`src/rtl/ul_coeff_loader.sv`:
```
// Write-side sequencer for the FIR coefficient memory: streams one coefficient set into
// consecutive memory indices, then raises the update strobe so the filter switches atomically.
module ul_coeff_loader #(
  parameter int COEFF_WIDTH      = 16,
  parameter int NOF_COEFFS       = 32,
  parameter int UPDATE_PULSE_LEN = 2
) (
  input  logic                   clk_i,
  input  logic                   rst_n_i,
  input  logic                   start_i,
  input  logic                   abort_i,
  input  logic [COEFF_WIDTH-1:0] s_coeff_data_i,
  input  logic                   s_coeff_valid_i,
  output logic                   s_coeff_ready_o,
  output logic [COEFF_WIDTH-1:0] coeff_o,
  output logic [6:0]             coeff_index_o,
  output logic                   coeff_wren_o,
  output logic                   coeff_update_o,
  output logic                   busy_o,
  output logic                   done_o,
  output logic                   error_o
);

  // state  | meaning
  // IDLE   | waiting for start_i; stream not ready
  // LOAD   | accepting beats, one memory write per accepted beat
  // COMMIT | update strobe for UPDATE_PULSE_LEN cycles, then done_o

  if (NOF_COEFFS < 1 || NOF_COEFFS > 64) begin : g_bad_nof
    $error("ul_coeff_loader: NOF_COEFFS must be 1..64");
  end
  if (UPDATE_PULSE_LEN < 1) begin : g_bad_pulse
    $error("ul_coeff_loader: UPDATE_PULSE_LEN must be >= 1");
  end

  localparam int PW = (UPDATE_PULSE_LEN < 2) ? 1 : $clog2(UPDATE_PULSE_LEN + 1);
  localparam logic [6:0]    LAST_IDX  = 7'(NOF_COEFFS - 1);
  localparam logic [PW-1:0] PULSE_LEN = PW'(UPDATE_PULSE_LEN);

  typedef enum logic [1:0] {S_IDLE, S_LOAD, S_COMMIT} state_t;

  state_t                 state_q, state_d;
  logic [6:0]             beat_cnt_q, beat_cnt_d;
  logic [PW-1:0]          pulse_cnt_q, pulse_cnt_d;
  logic [COEFF_WIDTH-1:0] coeff_q, coeff_d;
  logic [6:0]             index_q, index_d;
  logic                   wren_q, wren_d;
  logic                   update_q, update_d;
  logic                   done_q, done_d;
  logic                   error_q, error_d;
  logic                   ready;
  logic                   accept;

  always_ff @(posedge clk_i or negedge rst_n_i) begin
    if (!rst_n_i) begin
      state_q     <= S_IDLE;
      beat_cnt_q  <= '0;
      pulse_cnt_q <= '0;
      coeff_q     <= '0;
      index_q     <= '0;
      wren_q      <= 1'b0;
      update_q    <= 1'b0;
      done_q      <= 1'b0;
      error_q     <= 1'b0;
    end else begin
      state_q     <= state_d;
      beat_cnt_q  <= beat_cnt_d;
      pulse_cnt_q <= pulse_cnt_d;
      coeff_q     <= coeff_d;
      index_q     <= index_d;
      wren_q      <= wren_d;
      update_q    <= update_d;
      done_q      <= done_d;
      error_q     <= error_d;
    end
  end

  always_comb begin
    state_d     = state_q;
    beat_cnt_d  = beat_cnt_q;
    pulse_cnt_d = pulse_cnt_q;
    coeff_d     = coeff_q;
    index_d     = index_q;
    wren_d      = 1'b0;
    update_d    = 1'b0;
    done_d      = 1'b0;
    error_d     = error_q;
    case (state_q)
      S_IDLE: begin
        if (start_i && !abort_i) begin
          state_d    = S_LOAD;
          beat_cnt_d = '0;
          error_d    = 1'b0;
        end
      end
      S_LOAD: begin
        if (abort_i) begin
          state_d    = S_IDLE;
          beat_cnt_d = '0;
          error_d    = 1'b1;
        end else if (accept) begin
          coeff_d = s_coeff_data_i;
          index_d = beat_cnt_q;
          wren_d  = 1'b1;
          // Counter parks on the last index instead of wrapping.
          if (beat_cnt_q == LAST_IDX) begin
            state_d     = S_COMMIT;
            pulse_cnt_d = PULSE_LEN;
          end else begin
            beat_cnt_d = beat_cnt_q + 7'd1;
          end
        end
      end
      S_COMMIT: begin
        if (pulse_cnt_q != '0) begin
          update_d    = 1'b1;
          pulse_cnt_d = pulse_cnt_q - PW'(1);
        end else begin
          done_d  = 1'b1;
          state_d = S_IDLE;
        end
      end
      default: state_d = S_IDLE;
    endcase
  end

  always_comb begin
    ready  = (state_q == S_LOAD) && !abort_i;
    accept = ready && s_coeff_valid_i;
  end

  assign s_coeff_ready_o = ready;
  assign busy_o          = (state_q != S_IDLE);
  assign coeff_o         = coeff_q;
  assign coeff_index_o   = index_q;
  assign coeff_wren_o    = wren_q;
  assign coeff_update_o  = update_q;
  assign done_o          = done_q;
  assign error_o         = error_q;

endmodule

```
`config.mk`:
```
export PLATFORM = sky130hd
export DESIGN_NAME = ul_coeff_loader
export DESIGN_NICKNAME = d
export VERILOG_FILES = /design/src/rtl/ul_coeff_loader.sv
export SDC_FILE = /design/constraint.sdc
export NUM_CORES = 1
export LEC_CHECK = 0
export BUFFER_PORTS_ARGS = -buffer_cell sky130_fd_sc_hd__clkbuf_2
export CELL_PAD_IN_SITES_DETAIL_PLACEMENT = 1
export CELL_PAD_IN_SITES_GLOBAL_PLACEMENT = 2
export CORE_ASPECT_RATIO = 0.5
export CORE_UTILIZATION = 31
export CTS_BUF_LIST = sky130_fd_sc_hd__clkbuf_2
export CTS_CLUSTER_DIAMETER = 30
export DETAILED_ROUTE_END_ITERATION = 7
export GPL_TIMING_DRIVEN = 0
export PLACE_DENSITY_LB_ADDON = 0.1
export SETUP_SLACK_MARGIN = 0.3
export SLEW_MARGIN = 10
export SYNTH_ARGS = -nofsm -noshare
export SYNTH_HDL_FRONTEND = slang
export SYNTH_SLANG_ARGS = --single-unit
export TNS_END_PERCENT = 20
```
`constraint.sdc`:
```
create_clock -name clk_i -period 2.2 [get_ports clk_i]
set_clock_uncertainty 0.05 [all_clocks]
set_input_delay 0.33 -clock clk_i [delete_from_list [all_inputs] [get_ports clk_i]]
set_output_delay 0.33 -clock clk_i [all_outputs]
set_load 0.01 [all_outputs]
```
==> impl_metrics.yaml <==
global_route:
  grt_pass1_vias: 1256
  grt_max_degree: 39
  grt_pass1_wl_mm: 6.106
  grt_use_total: 0.1535
  grt.overflow.total: 0
  antenna_found_initial: 0
detailed_routing:
  drt-initial-drc-count: 21
  vias_per_cell: 4.554
  ant_nets: 0
  vias: 1316
  drc_errors: 0
  wire_per_inst_um: 12.84
  dr.pass1.iters: 4
  wl_mm: 3.712
worst_setup_path:
  reg2reg_depth: 5
  path_class: "flip-flop to output pin"
  cp_max_fo: 6
  worst-r2r-setup-slack_ps: 410
  cp_data_arrival_time_ps: 1470
  crit_path_end_kind: "output pin"
  r2r_start: "beat_cnt_q[0]$_DFFE_PN0P_"
  reg2reg_to: "beat_cnt_q[1]$_DFFE_PN0P_"
  crit_required_ps: 1820
  startpoint_type: "flip-flop"
timing:
  period_needed_ps: 1849
  fin_crit_sh: 0.8403
  setup_tns_ps: 0
  tightest_slew_ps: 971.3
  timing.hold.ws_ps: 11.33
  max_slew_margin: 0.3524
  hold_violations: 0
  clock.fmax_mhz: 540.9
  finalMaxSlewViolations: 0
  rsz0062_at_grt: "yes"
  setup_violations: 0
power_and_ir_drop:
  p_comb_frac: 0.176
  p_int_w: 0.0009561
  cellPowerDensity_nw_per_um2: 705.2
  switching_share: 0.3107
  vdd_ir_drop_max_v: 0.0002470
  power_frac_seq: 0.585
  switchingPower_w: 0.0004310
  p_leak_nw: 1.069
  clock_power_share: 0.239
  power_w: 0.001387
clock_tree:
  root_buffer: "clkbuf_2"
  cts_max_level: 2
  worstSkewPairLatency_ps: 380
  cts_buffers: 5
  clkTransAtPathRegs_ps: 210
  cts_tree: "built"
  clkSinkCount: 38
  cts_buffer_depth: 2
  cts_setup_buffers: 0
  ctsHoldBuffers: 0
floorplanning:
  fp.dieW_um: 102.9
  core_area_um2: 4637
  die_h_um: 52.47
  fp-row-count: 17
  dieArea_um2: 5400
  io-pin-count: 50
  initial_core_util: 0.3405
cells_and_area:
  drive_above_1_share: 0.2915
  diodes: 0
  layout.nets: 245
  syn2layout_area_growth_pct: 24.56
hold_path:
  min_path_type: "primary input to asynchronous set/reset pin"
synth:
  syn-num-nets: 189
  synth_top_flop_cell: "dfrtp_1"
  async_flop_share: 1.000
  syn_inst: 166
  ys_ff_latch: 38
  syn_area_per_cell_um2: 9.512
  synth-warning-count: 0
  synth_area_um2: 1579
  synth-edff-count: 0
  yosysSeqAreaShare: 0.6022
  ys_types: 30
place:
  dp_hpwl_mm: 2.696
  portBuffers: 49
  gp_congestion: 0.7156
run:
  maxCapViolCount: 0
run_status:
  status: "complete, no violations"
cell families (layout without fill, tap and decap cells):
logic type	count (synthesis)	after routing	share of synthesized area
compound gates	23	23	0.09588
fa+ha+maj	2	2	0.01585
buf+inv	14	71	0.03645
flops	38	38	0.6022
mux	2	2	0.01585
simple gates	87	87	0.2337
placed cells by master, fill, tap and decap left out, types with 3 or more instances in the layout:
cell type | netlist | layout
nand3_1 | 3 | 3
a21oi_1 | 3 | 3
nand2_1 | 67 | 67
a31oi_1 | 3 | 3
nor2_1 | 4 | 3
o21ai_0 | 9 | 9
inv_1 | 8 | 8
nor3_1 | 3 | 3
dfrtp_1 | 38 | 37
clkbuf_2 | 0 | 55
sequential cells by signal, indices dropped and copies added, names as in the netlist:
name,count
beat_cnt_q,7
coeff_o,16
state_q,2
coeff_wren_o,1
pulse_cnt_q,2
error_o,1
done_o,1
coeff_index_o,7
coeff_update_o,1
stage by stage:
step / instances / cell area (µm²) / util / setup slack, ps
after floorplan: 166 / 1579 / - / 558.1
after global placement: 281 / 1907 / 0.4112 / 354.5
after detailed placement: 281 / 1907 / 0.4112 / 334.5
after CTS: 289 / 1959 / 0.4226 / 311.5
after global routing: 289 / 1967 / 0.4242 / 244.4
final: 289 / 1967 / 0.4242 / 351.3
layout make-up:
cell class	instances	area, µm²
Fill cell	580	2670
Sequential cell	38	952.2
Multi-Input combinational cell	114	585.6
Timing Repair Buffer	49	245.2
Tap cell	66	82.58
Clock buffer	6	30.03
Inverter	8	30.03
Buffer	6	27.53
Clock inverter	2	13.76
repair_timing:
| action | CTS | global route |
|---|---|---|
| pin swaps | 0 | 0 |
| setup endpoints to repair | 1 | 3 |
| gates resized for setup | 3 | 1 |
| cloned | 0 | 0 |
power by group through the flow:
stage	combinational, W	sequential, W	clock [W]
after floorplan	0.0000848	0.000856	0
after global placement	0.000243	0.000822	0
after detailed placement	0.000247	0.000827	0
after CTS	0.000249	0.000813	0.000350
after global routing	0.000283	0.000823	0.000369
final	0.000244	0.000811	0.000331
Yosys cell counts, drive strengths merged (2+ instances only):
library cell,n,share of area
nand2,67,0.16
dfrtp,38,0.60
o21ai,9,0.029
inv,8,0.019
a21oi,4,0.015
buf,4,0.013
nor2,4,0.0095
a31oi,3,0.012
nand3,3,0.0095
nor3,3,0.0095
a2bb2oi,2,0.011
and3,2,0.0079
clkbuf,2,0.0048
ha,2,0.016
nor3b,2,0.0095
o211ai,2,0.013
or3,2,0.0079
routing by layer:
layer	GRT usage	wire length, µm
met1	0.2111	1899
met2	0.2378	1555
met3	0.05067	235
met4	0.02817	23
met5	0	0
worst max path at each step:
stage	startpoint	to	slack (ps)	cells after the start
after floorplan	beat_cnt_q[0]$_DFFE_PN0P_	beat_cnt_q[1]$_DFFE_PN0P_	560	5
after global placement	beat_cnt_q[0]$_DFFE_PN0P_	beat_cnt_q[1]$_DFFE_PN0P_	350	5
after detailed placement	beat_cnt_q[0]$_DFFE_PN0P_	beat_cnt_q[1]$_DFFE_PN0P_	330	5
after CTS	beat_cnt_q[0]$_DFFE_PN0P_	beat_cnt_q[1]$_DFFE_PN0P_	310	5
after global routing	beat_cnt_q[0]$_DFFE_PN0P_	beat_cnt_q[5]$_DFFE_PN0P_	240	5
final	state_q[1]$_DFFE_PN0P_	s_coeff_ready_o	350	4
critical path, cell delays in order, from the launching register on:
cell	delay, ps
dfrtp_2	520
nor2_4	170
nand2_1	110
inv_1	140
clkbuf_2	150
(Power assumes the default switching activity.)
